$ cat config.mk
export PLATFORM = sky130hd
export DESIGN_NAME = rgb2raw_mosaic
export DESIGN_NICKNAME = d
export VERILOG_FILES = /design/src/rtl/rgb2raw_mosaic.sv
export SDC_FILE = /design/constraint.sdc
export NUM_CORES = 1
export LEC_CHECK = 0
export CORE_MARGIN = 4
export CORE_UTILIZATION = 30
export DETAILED_ROUTE_END_ITERATION = 6
export SYNTH_ARGS = -nofsm -noshare
export SYNTH_HDL_FRONTEND = slang
export SYNTH_SLANG_ARGS = --single-unit
$ cat constraint.sdc
create_clock -name iCLK -period 4.8 [get_ports iCLK]
set_clock_uncertainty 0.1 [all_clocks]
set_input_delay 0.96 -clock iCLK [delete_from_list [all_inputs] [get_ports iCLK]]
set_output_delay 0.96 -clock iCLK [all_outputs]
set_load 0.05 [all_outputs]
$ cat src/rtl/rgb2raw_mosaic.sv
// rgb2raw_mosaic
//   Re-mosaics an RGB pixel stream into a 12-bit Bayer raw stream with X/Y
//   counters and sensor-like line/frame blanking. It stands in for a camera
//   capture interface in loopback and regression setups.
//
//   Bayer phase {row[0],col[0]}: 00 G, 01 R, 10 B, 11 G.
//
// Optional feature macro: RGB2RAW_TPG_EN
//   Adds iTPG. This input is latched on the first ACTIVE cycle of each frame,
//   which is either the cycle after reset release or the cycle after VBLANK
//   exit. While the latch is 1, the input RGB is ignored. Pixels are then
//   accepted whenever oReady is high, and oDATA = col + row.
//
// Ports
//   iCLK, iRST              clock, asynchronous active-low reset
//   iRed/iGreen/iBlue [12]  input pixel components
//   iValid                  input pixel valid
//   iTPG                    test-pattern enable (only with RGB2RAW_TPG_EN)
//   oReady                  pixel accepted this cycle if iValid (ACTIVE only)
//   oDATA [12]              Bayer raw sample, one cycle after accept
//   oDVAL                   oDATA/oX_Cont/oY_Cont valid
//   oX_Cont/oY_Cont [11]    column/row of oDATA
//   oSOF/oEOF               pulse with pixel (0,0) / (IMG_W-1,IMG_H-1)
module rgb2raw_mosaic #(
  parameter int IMG_W   = 640,
  parameter int IMG_H   = 480,
  parameter int H_BLANK = 16,
  parameter int V_BLANK = 32
) (
  input  logic        iCLK,
  input  logic        iRST,
  input  logic [11:0] iRed,
  input  logic [11:0] iGreen,
  input  logic [11:0] iBlue,
  input  logic        iValid,
`ifdef RGB2RAW_TPG_EN
  input  logic        iTPG,
`endif
  output logic        oReady,
  output logic [11:0] oDATA,
  output logic        oDVAL,
  output logic [10:0] oX_Cont,
  output logic [10:0] oY_Cont,
  output logic        oSOF,
  output logic        oEOF
);

  typedef enum logic [1:0] {ACTIVE, HBLANK, VBLANK} state_t;

  localparam logic [10:0] LAST_COL = 11'(IMG_W - 1);
  localparam logic [10:0] LAST_ROW = 11'(IMG_H - 1);
  localparam logic [31:0] HB_LAST  = 32'(H_BLANK - 1);
  localparam logic [31:0] VB_LAST  = 32'(V_BLANK - 1);

  state_t      state, state_nx;
  logic [10:0] col, col_nx, row, row_nx;
  logic [31:0] bcnt, bcnt_nx;
  logic        accept;
  logic [11:0] bayer, pix;

  assign oReady = (state == ACTIVE);

  always_comb begin
    case ({row[0], col[0]})
      2'b01:   bayer = iRed;
      2'b10:   bayer = iBlue;
      default: bayer = iGreen;
    endcase
  end

`ifdef RGB2RAW_TPG_EN
  logic frame_entry, tpg_lat, tpg_eff;

  // On the entry cycle, use iTPG directly so the first pixel already
  // follows the newly sampled mode.
  assign tpg_eff = frame_entry ? iTPG : tpg_lat;
  assign accept  = oReady & (iValid | tpg_eff);
  assign pix     = tpg_eff ? ({1'b0, col} + {1'b0, row}) : bayer;

  always_ff @(posedge iCLK or negedge iRST) begin
    if (!iRST) begin
      frame_entry <= 1'b1;
      tpg_lat     <= 1'b0;
    end else begin
      frame_entry <= (state == VBLANK) && (bcnt == VB_LAST);
      if (frame_entry) tpg_lat <= iTPG;
    end
  end
`else
  assign accept = oReady & iValid;
  assign pix    = bayer;
`endif

  always_comb begin
    state_nx = state;
    col_nx   = col;
    row_nx   = row;
    bcnt_nx  = bcnt;
    case (state)
      ACTIVE: begin
        if (accept) begin
          if (col == LAST_COL) begin
            col_nx  = '0;
            bcnt_nx = '0;
            if (row == LAST_ROW) begin
              row_nx   = '0;
              state_nx = VBLANK;
            end else begin
              row_nx   = row + 11'd1;
              state_nx = HBLANK;
            end
          end else begin
            col_nx = col + 11'd1;
          end
        end
      end
      HBLANK: begin
        if (bcnt == HB_LAST) begin
          state_nx = ACTIVE;
          bcnt_nx  = '0;
        end else begin
          bcnt_nx = bcnt + 32'd1;
        end
      end
      VBLANK: begin
        if (bcnt == VB_LAST) begin
          state_nx = ACTIVE;
          bcnt_nx  = '0;
        end else begin
          bcnt_nx = bcnt + 32'd1;
        end
      end
      default: state_nx = ACTIVE;
    endcase
  end

  always_ff @(posedge iCLK or negedge iRST) begin
    if (!iRST) begin
      state   <= ACTIVE;
      col     <= '0;
      row     <= '0;
      bcnt    <= '0;
      oDATA   <= '0;
      oDVAL   <= 1'b0;
      oX_Cont <= '0;
      oY_Cont <= '0;
      oSOF    <= 1'b0;
      oEOF    <= 1'b0;
    end else begin
      state <= state_nx;
      col   <= col_nx;
      row   <= row_nx;
      bcnt  <= bcnt_nx;
      oDVAL <= accept;
      oSOF  <= accept && (col == '0) && (row == '0);
      oEOF  <= accept && (col == LAST_COL) && (row == LAST_ROW);
      if (accept) begin
        oDATA   <= pix;
        oX_Cont <= col;
        oY_Cont <= row;
      end
    end
  end

endmodule

After elaboration in Yosys (flattened, before gate mapping)
Index checks and enable logic that the tools add are counted.

operators by class
  add/subtract/negate cells = 3
  multiply operators = 0
  div/mod/pow operators = 0
  $lt $le $gt $ge = 0
  eq/ne operators = 12
  shift-type cells = 0
  mux-type cells = 14
  bitwise gates (word level) = 1
  reductions and logical operators = 12

operators by type and width
  kind                                                                     count
  32-bit 2-to-1 mux                                                        4
  32-bit case mux with 3 select lines                                      1
  32-bit by 1-bit adder with 32-bit output, second input constant          1
  32-bit by 4-bit == test with 1-bit output, second input constant         1
  32-bit by 5-bit == test with 1-bit output, second input constant         1
  12-bit case mux with 2 select lines                                      1
  11-bit by 1-bit adder with 11-bit output, second input constant          2
  11-bit logical NOT                                                       2
  11-bit 2-to-1 mux                                                        2
  11-bit by 10-bit == test with 1-bit output, second input constant        1
  11-bit by 9-bit == test with 1-bit output, second input constant         1
  2-bit 2-to-1 mux                                                         5
  2-bit case mux with 3 select lines                                       1
  3-bit AND reduction                                                      2
  2-bit by 1-bit == test with 1-bit output, second input constant          2
  2-bit == test, second input constant                                     2
  1-bit logical AND                                                        4
  2-bit by 1-bit inequality test with 1-bit output, second input constant  2
  2-bit inequality test, second input constant                             2
  4-bit AND reduction                                                      1
  3-bit nonzero test                                                       1
  2-bit logical NOT                                                        1
  2-bit AND reduction                                                      1
  1-bit bitwise AND                                                        1

word-level totals
  bits in registers = 93
  latch bits = 0
  memory bits (writable) = 0
  ROM bits = 0
  bits of input ports = 39
  output and inout port bits = 38
  logic and storage cells = 52
  memories kept = 0

Depth between registers and ports, before layout
Gate-level depths: netlist of the first run.

  depth after elaboration = 5
  depth in mapped cells = 9
  gate-level depth less buffers = 7

Worst setup path after synthesis of the first run
No wires, ideal clock.

  kind = input-to-reg
  from = input port iValid
  to = register bcnt[15]
  setup time = 0.119 ns
  arrival = 2.290 ns
  data required time = 4.581 ns
  path slack = 2.292 ns
  stages on the path = 8
  buffers on the path = 3
  cells stage by stage = nand4b_1 or4_4 buf_6 nand2_1 and2_1 buf_4 buf_4 nor2_1

between the ends
  cells in the longest elaborated chain, start to end = 3

RTL lines
  item                                                               RTL line  RTL
  start: declaration                                                 35        input logic iValid,
  1-bit bitwise AND                                                  90        assign accept = oReady & iValid;
  2-bit by 1-bit inequality test with 1-bit output (no source line)  -
  3-bit AND reduction (no source line)                               -
  end signal: assignment                                             153       bcnt <= bcnt_nx;
  end: declaration                                                   57        logic [31:0] bcnt, bcnt_nx;

No other way between the ends.
A chain may end at the register's enable or synchronous reset.

Worst setup path in the final report of the first run
  from = input port iValid
  to = register bcnt[29]

The elaborated chain is that of the path after synthesis.

==> results of run 1 <==
[through the flow]
step,total power [mW],hold WS [ps]
6_report,1.99,380
5_1_grt,2.08,409
4_1_cts,2.02,386
3_5_place_dp,1.27,364
3_3_place_gp,1.27,362
2_1_floorplan,1.11,358
[routing by layer]
| metal | vias to the layer above | track usage |
|---|---|---|
| met3 | 18 | 0.0225 |
| met5 | - | 0 |
| li1 | 2010 | - |
| met1 | 2035 | 0.192 |
| met4 | 0 | 0.0583 |
| met2 | 76 | 0.227 |
[synthesized netlist by cell type (all sizes together) (12+ instances only)]
library cell,count,area [sq um]
nand2,98,368
nor2,49,194
a21oi,17,85.1
dfrtp,93,2330
nand3,27,135
o21ai,40,200
xnor2,15,131
a22oi,12,90.1
and3,16,100
xor2,12,105
nor4,13,96.3
nand4,15,93.8
clkbuf,17,63.8
[layout by cell type (no fill, tap or decap), drive strengths merged, types with 11 or more instances in the layout]
cell / count
a21oi: 17
dfrtp: 93
nor2: 49
xor2: 12
and3: 16
nor4: 13
xnor2: 15
a22oi: 12
nand3: 27
ha: 11
clkdlybuf4s50: 75
o21ai: 40
nand4: 15
nand2: 98
nor3: 11
[registers in the layout (all words and copies together), names as in the netlist]
name	flops
col	11
oY_Cont	11
state	2
oEOF	1
oX_Cont	11
oSOF	1
bcnt	32
oDATA	12
oDVAL	1
row	11
[how the worst max path moves through the flow]
stage,endpoint,slack (ps)
floorplan,bcnt[15],2290
global placement,bcnt[29],1400
detailed placement,bcnt[29],1250
CTS,bcnt[29],1640
global route,bcnt[29],1470
finish,bcnt[29],1570
[cell type report]
type,count,area share
Clock buffer,9,0.0375
Tap cell,211,0.0440
Inverter,8,0.00500
Multi-Input combinational cell,399,0.383
Timing Repair Buffer,78,0.129
Sequential cell,93,0.387
Clock inverter,7,0.0140
[cells by family (layout without fill, tap and decap cells)]
group           after synthesis  count (layout)
compound gates              104             104
xor+xnor                     27              27
fa+ha+maj                    11              11
buf+inv                      33             102
flops                        93              93
mux                           1               1
simple gates                256             256
[critical path: stages]
cell and delay [ps]:
clkdlybuf4s50_1 580, nand4b_1 220, or4_4 530, nand2_1 220, and2_1 700, nor2_1 120
[report_power, final]
group / switching (mW) / internal, mW
combinational: 0.232 / 0.130
clock: 0.328 / 0.412
sequential: 0.0527 / 0.838
total: 0.613 / 1.38
==> results.yml, run 1 <==
sta:
  hold_viol: 0
  finalCritPeriodShare: 0.673
  slew_violations: 0
  layout_setup_ws_ps: 1570
  setup_viol: 0
  rsz0062_at_grt: "no"
  relSlewSlack: 0.327
  tightest_slew_ps: 1000
  finalSetupTns_ps: 0
  fmax_mhz: 309
  fin_crit_ps: 3230
floorplanning:
  io_pins: 77
  die_area_sq_um: 18000
  die_height_um: 134
  placementRows: 45
  core_sq_um: 15400
  initial_utilization: 0.310
  die_w_um: 134
clocking:
  clockRootBuffer: "clkbuf_16"
  cts_tree: "yes"
  cts_sinks: 93
  clkTransAtPathRegs_ps: 70
  clk_latency_ps: 350
  cts_setup_buffers: 0
  hold_buffers: 0
  h-tree-depth: 3
  cts.repair.resized: 0
  clock_path_buffers: 2
  cts_buffers: 9
critical_path:
  worst_setup_path_end_kind: "register"
  path_class: "input port to register"
  cp.arrival_ps: 3330
  start_kind: "input port"
  r2r_start: "bcnt[28]"
  reg2regPathDepth: 5
  rr_endpoint: "bcnt[29]"
  cp-startpoint: "iValid"
  worstPathRequired_ps: 4900
  r2r_setup_slack_ps: 1820
  critPathMaxFanout: 19
worst_hold_path:
  min_to: "oDATA[1]"
  hold_class: "register to register"
  hold_start: "oDATA[1]"
  hold_depth: 2
routing:
  drcViolationCount: 0
  dr.pass1.iters: 4
  via_count: 4139
  initialDrtViolationCount: 202
  vias_per_cell: 5.14
  finalWirelength_um: 12300
  highest_layer: "met4"
  met1_length_um: 5640
  wl_per_cell_um: 15.2
  met2_length_um: 6070
  ant_nets: 0
  route.met3.wl_um: 290
synth:
  synth_area_sq_um: 4780
  synthMuxAreaShare: 0.00210
  synth-seq-cells: 93
  ys_types: 45
  synth_compound_area_frac: 0.143
  synth_xor_area_frac: 0.0495
  synth_simple_gate_area_share: 0.258
  synth_edf_count: 0
  synth_area_per_cell_sq_um: 9.10
  synth_adder_area_share: 0.0288
  ys_warn_count: 0
  async_reset_ff_frac: 1.00
  synth_fp_nets: 575
  synth_top_family_by_area: "simple AND/OR/NAND/NOR gates"
  syn_inst: 525
  synth.yosys.seq_area_share: 0.487
  yosys_most_used_dff: "dfrtp_1"
global_routing:
  grt_overflow: 0
  grt_pass1_vias: 4150
  antenna_found_initial: 0
  grt_max_degree: 70
  grt_first_pass_wirelength_um: 20900
  track_usage: 0.142
finish:
  fill_cells: 1566
  finalInstanceArea_sq_um: 6010
  drive_gt1_frac: 0.0505
  final_net_count: 639
  fin_util: 0.389
  n_antenna_cell: 0
  synthToLayoutAreaGrowth_pct: 25.7
  fin_cells: 805
  multi_input_area_sq_um: 2300
  ff_latch_area_sq_um: 2330
pwr:
  peakVddDrop_v: 0.000154
  p_leak_nw: 2.50
  pwr_density_cell_nw_per_um2: 332
run:
  drv_cap: 0
run_status:
  status: "complete, no violations"
placement:
  pre_cts_slack_ps: 1250
  placed_cell_area_sq_um: 5700
  gp_congestion: 0.807
  dpl.hpwl_um: 8840
  placed_cells: 789
  io_buffers: 76
No activity file was read; power rests on OpenSTA's default activity.
==> run 2, diff against run 1 <==
==> constraint.sdc (replaced) <==
create_clock -name iCLK -period 3.03 [get_ports iCLK]
set_clock_uncertainty 0.1 [all_clocks]
set_input_delay 0.606 -clock iCLK [delete_from_list [all_inputs] [get_ports iCLK]]
set_output_delay 0.606 -clock iCLK [all_outputs]
set_load 0.05 [all_outputs]
==> run 2 against run 1 <==
  * Non-clock buffer count increased by 9
  * Routed wire length is 2.2% higher
  * Power up 52%
  * Sequential power rose by 58%
  * Critical path depth is 3 lower
  * Critical endpoint is now oReady
==> results.yml, run 2 (synthesis results as in run 1) <==
sta:
  relSlewSlack: 0.549
  fmax_mhz: 368
  finalCritPeriodShare: 0.896
  slew_violations: 0
  setup_viol: 0
  tightest_slew_ps: 676
  hold_viol: 0
  rsz0062_at_grt: "no"
  fin_crit_ps: 2720
  finalSetupTns_ps: 0
global_routing:
  groute.layer.met3.usage: 0.0300
  grt_busiest_layer: "met2"
  grt_overflow: 0
  grt_first_pass_wirelength_um: 20900
  groute.layer.met2.usage: 0.233
  antenna_found_initial: 0
  grt_max_degree: 49
  grt_use_met1: 0.184
  track_usage: 0.141
  grt_pass1_vias: 4145
finish:
  synthToLayoutAreaGrowth_pct: 26.8
  final_net_count: 648
  fill_cells: 1546
  layout_commonest_cell: "nand2_1"
  n_antenna_cell: 0
  drive_gt1_frac: 0.0615
  largestRegisters: "bcnt x32, oDATA x12"
  largest_reg_flops: 32
  largest_register: "bcnt"
  layout_common_cells: "97 x nand2_1, 93 x dfrtp_1, 75 x clkdlybuf4s50_1"
  finalInstanceArea_sq_um: 6060
clocking:
  clk_latency_ps: 340
  hold_buffers: 0
  clockRootBuffer: "clkbuf_16"
  cts_setup_buffers: 0
  cts_sinks: 93
  cts.repair.resized: 0
  clkTransAtPathRegs_ps: 70
  h-tree-depth: 3
  clock_path_buffers: 2
  cts_buffers: 9
  cts_tree: "yes"
pwr:
  peakVddDrop_v: 0.000256
  p_leak_nw: 2.53
  pwr_density_cell_nw_per_um2: 501
routing:
  wl_per_cell_um: 15.4
  dr.pass1.iters: 5
  ant_nets: 0
  finalWirelength_um: 12500
  initialDrtViolationCount: 244
  vias_per_cell: 5.07
  drcViolationCount: 0
  via_count: 4125
placement:
  placed_cell_area_sq_um: 5790
  io_buffers: 76
  dpl.hpwl_um: 9140
  gp_congestion: 0.863
floorplanning:
  die_area_sq_um: 18000
  io_pins: 77
  placementRows: 45
  die_height_um: 134
  initial_utilization: 0.310
  core_sq_um: 15400
  die_w_um: 134
critical_path:
  cp.arrival_ps: 2010
  path_class: "register to output pin"
  worst_setup_path_end_kind: "output pin"
  worstPathRequired_ps: 2320
  start_kind: "register"
  critPathMaxFanout: 6
worst_hold_path:
  hold_class: "input port to asynchronous set/reset pin"
run_status:
  status: "complete, no violations"
run:
  drv_cap: 0
[run 2: changes by cell type in the layout (fill, tap and decap cells not counted)]
| cell | change |
|---|---|
| clkinvlp_4 | +1 |
| clkinv_2 | +2 |
| inv_8 | -1 |
| clkbuf_1 | +1 |
| bufinv_16 | -1 |
| inv_6 | -1 |
| buf_12 | +2 |
| clkbuf_8 | +1 |
| clkinv_4 | -3 |
| buf_4 | +7 |
[run 2: final timing paths]
kind,start,to,slack (ps),depth (start not counted)
max,state[1],oReady,310,3
min,iRST,bcnt[28],180,1
max reg2reg,col[7],bcnt[6],530,5
min reg2reg,oDATA[8],oDATA[8],380,2
max in group asynchronous,iRST,col[10],1970,2
min in group iCLK,oDATA[8],oDATA[8],380,2
[run 2: layout make-up]
| cell class | count | area, sq um | share of cell area |
|---|---|---|---|
| sequential | 93 | 2330 | 0.384 |
| multi-input combinational | 399 | 2300 | 0.380 |
| timing repair buffer | 87 | 866 | 0.143 |
| tap | 211 | 264 | 0.0436 |
| clock buffer | 11 | 243 | 0.0401 |
| inverter | 8 | 30.0 | 0.00496 |
| clock inverter | 4 | 25.0 | 0.00413 |
[run 2: power by group]
part / switching (mW) / leakage [nW] / internal [mW] / total [mW]
clock: 0.463 / 0.127 / 0.571 / 1.03
combinational: 0.376 / 1.21 / 0.211 / 0.587
sequential: 0.0836 / 1.19 / 1.33 / 1.41
total: 0.922 / 2.53 / 2.11 / 3.03
[run 2: worst max-delay path, cell delays in order (launching register included)]
cell and delay [ps]:
dfrtp_1 420, inv_1 100, ha_1 300, clkdlybuf4s50_1 860
[run 2: stage by stage]
step | instances | utilization | setup slack, ps | hold slack, ps | power [mW]
finish | 813 | 0.393 | 315 | 178 | 3.03
global route | 813 | 0.393 | 231 | 229 | 3.18
CTS | 813 | 0.393 | 279 | 205 | 3.08
detailed placement | 798 | 0.375 | 282 | 366 | 2.03
global placement | 798 | 0.375 | 305 | 361 | 2.02
floorplan | 525 | - | 582 | 210 | 1.76
[run 2: per-layer routing]
| metal | vias up | routed length [um] |
|---|---|---|
| met2 | 98 | 6270 |
| met3 | 15 | 455 |
| li1 | 2027 | - |
| met4 | 0 | 210 |
| met5 | - | 0 |
| met1 | 1985 | 5600 |
==> run 3, diff against run 2 <==
==> constraint.sdc (replaced) <==
create_clock -name iCLK -period 3.03 [get_ports iCLK]
set_clock_uncertainty 0.1 [all_clocks]
set_input_delay 0.909 -clock iCLK [delete_from_list [all_inputs] [get_ports iCLK]]
set_output_delay 0.909 -clock iCLK [all_outputs]
set_load 0.05 [all_outputs]
==> run 3 against run 2 <==
  * Clock power increased by 12%
  * Non-clock buffer count increased by 5
  * Maximum frequency increased by 3.5%
  * Sequential share of layout area decreased by 0.51 points
  * Critical path depth increased by 3
  * Power increased by 3.4%
  * Global-route usage about the same
  * Setup slack improved by 92 ps
  * Flip-flop and latch count unchanged
  * Critical path type is now input port to register
  * Largest cell class unchanged
  * Largest power group unchanged
==> results.yml, run 3 (synthesis results as in run 1) <==
sta:
  hold_ws_ps: 312
  setup_viol: 0
  layout_setup_ws_ps: 407
  fmax_mhz: 381
  finalSetupTns_ps: 0
  rsz0062_at_grt: "no"
  slew_violations: 0
  finalCritPeriodShare: 0.866
  tightest_slew_ps: 672
  fin_crit_ps: 2620
  hold_viol: 0
  relSlewSlack: 0.552
clocking:
  hold_buffers: 0
  clock_path_buffers: 2
  h-tree-depth: 3
  cts.repair.resized: 0
  cts_setup_buffers: 0
  clockRootBuffer: "clkbuf_16"
  cts_sinks: 93
  cts_tree: "yes"
  cts_buffers: 9
  clk_latency_ps: 350
  clkTransAtPathRegs_ps: 70
critical_path:
  worst_setup_path_end_kind: "register"
  cp.arrival_ps: 2770
  worstPathRequired_ps: 3170
  critPathMaxFanout: 6
  path_class: "input port to register"
  start_kind: "input port"
pwr:
  power_switching_share: 0.303
  power_mw: 3.14
  clock_power_share: 0.365
  switchingPower_mw: 0.949
  p_comb_frac: 0.185
  peakVddDrop_v: 0.000268
  pwr-share-seq: 0.450
  p_leak_nw: 2.58
  pwr_density_cell_nw_per_um2: 511
  p_int_mw: 2.19
global_routing:
  antenna_found_initial: 0
  track_usage: 0.142
  grt_overflow: 0
  groute.layer.met3.usage: 0.0248
  grt_busiest_layer: "met2"
  groute.layer.met2.usage: 0.235
  grt_max_degree: 81
  grt_first_pass_wirelength_um: 20800
  grt_use_met1: 0.185
  grt_pass1_vias: 4114
placement:
  placed_cell_area_sq_um: 5840
  pre_cts_slack_ps: 37.0
  io_buffers: 76
  placed_cells: 803
  gp_congestion: 0.902
  dpl.hpwl_um: 9110
finish:
  drive_gt1_frac: 0.0724
  finalInstanceArea_sq_um: 6140
  final_net_count: 653
  layout_common_cells: "97 x nand2_1, 93 x dfrtp_1, 74 x clkdlybuf4s50_1"
  largest_register: "bcnt"
  largestRegisters: "bcnt x32, oDATA x12"
  fin_cells: 819
  ff_latch_area_sq_um: 2330
  synthToLayoutAreaGrowth_pct: 28.5
  fill_cells: 1559
  layout_commonest_cell: "nand2_1"
  largest_reg_flops: 32
  n_antenna_cell: 0
  fin_util: 0.398
  multi_input_area_sq_um: 2300
routing:
  finalWirelength_um: 12400
  wl_per_cell_um: 15.1
  initialDrtViolationCount: 258
  drcViolationCount: 0
  dr.pass1.iters: 4
  ant_nets: 0
  via_count: 4148
  vias_per_cell: 5.06
floorplanning:
  io_pins: 77
  placementRows: 45
  die_area_sq_um: 18000
  die_w_um: 134
  initial_utilization: 0.310
  core_sq_um: 15400
  die_height_um: 134
worst_hold_path:
  hold_class: "input port to asynchronous set/reset pin"
run:
  drv_cap: 0
run_status:
  status: "complete, no violations"
[run 3: path summary, 6_finish.rpt]
path / from / endpoint / slack [ps] / cells past startpoint
max: iValid / bcnt[23] / 410 / 6
min: iRST / oDATA[11] / 310 / 1
max reg2reg: col[7] / bcnt[23] / 580 / 5
min reg2reg: oY_Cont[4] / oY_Cont[4] / 380 / 2
max in group asynchronous: iRST / oY_Cont[0] / 1840 / 2
min in group iCLK: oY_Cont[4] / oY_Cont[4] / 380 / 2
[run 3: area by class of cell]
class / instances / share of cell area
multi-input combinational: 399 / 0.375
clock buffer: 10 / 0.0373
sequential: 93 / 0.379
clock inverter: 6 / 0.0118
timing repair buffer: 92 / 0.149
tap: 211 / 0.0430
inverter: 8 / 0.00489
[run 3: power groups by stage]
| stage | clock network (mW) | logic, mW | registers, mW |
|---|---|---|---|
| after floorplan | 0 | 0.161 | 1.60 |
| after global placement | 0 | 0.584 | 1.43 |
| after detailed placement | 0 | 0.589 | 1.43 |
| after CTS | 1.17 | 0.591 | 1.41 |
| after global routing | 1.23 | 0.627 | 1.43 |
| final | 1.15 | 0.581 | 1.41 |
[run 3: routing by layer]
metal	vias up	part of all wire
met1	2030	0.45
met3	16	0.031
li1	2032	-
met4	0	0.019
met5	-	0
met2	70	0.50
[run 3: critical path, cell delays in order]
cell	delay, ps
clkdlybuf4s50_1	500
nand4b_1	180
or4_4	520
a2111oi_2	430
xnor2_1	180
nor2_2	40
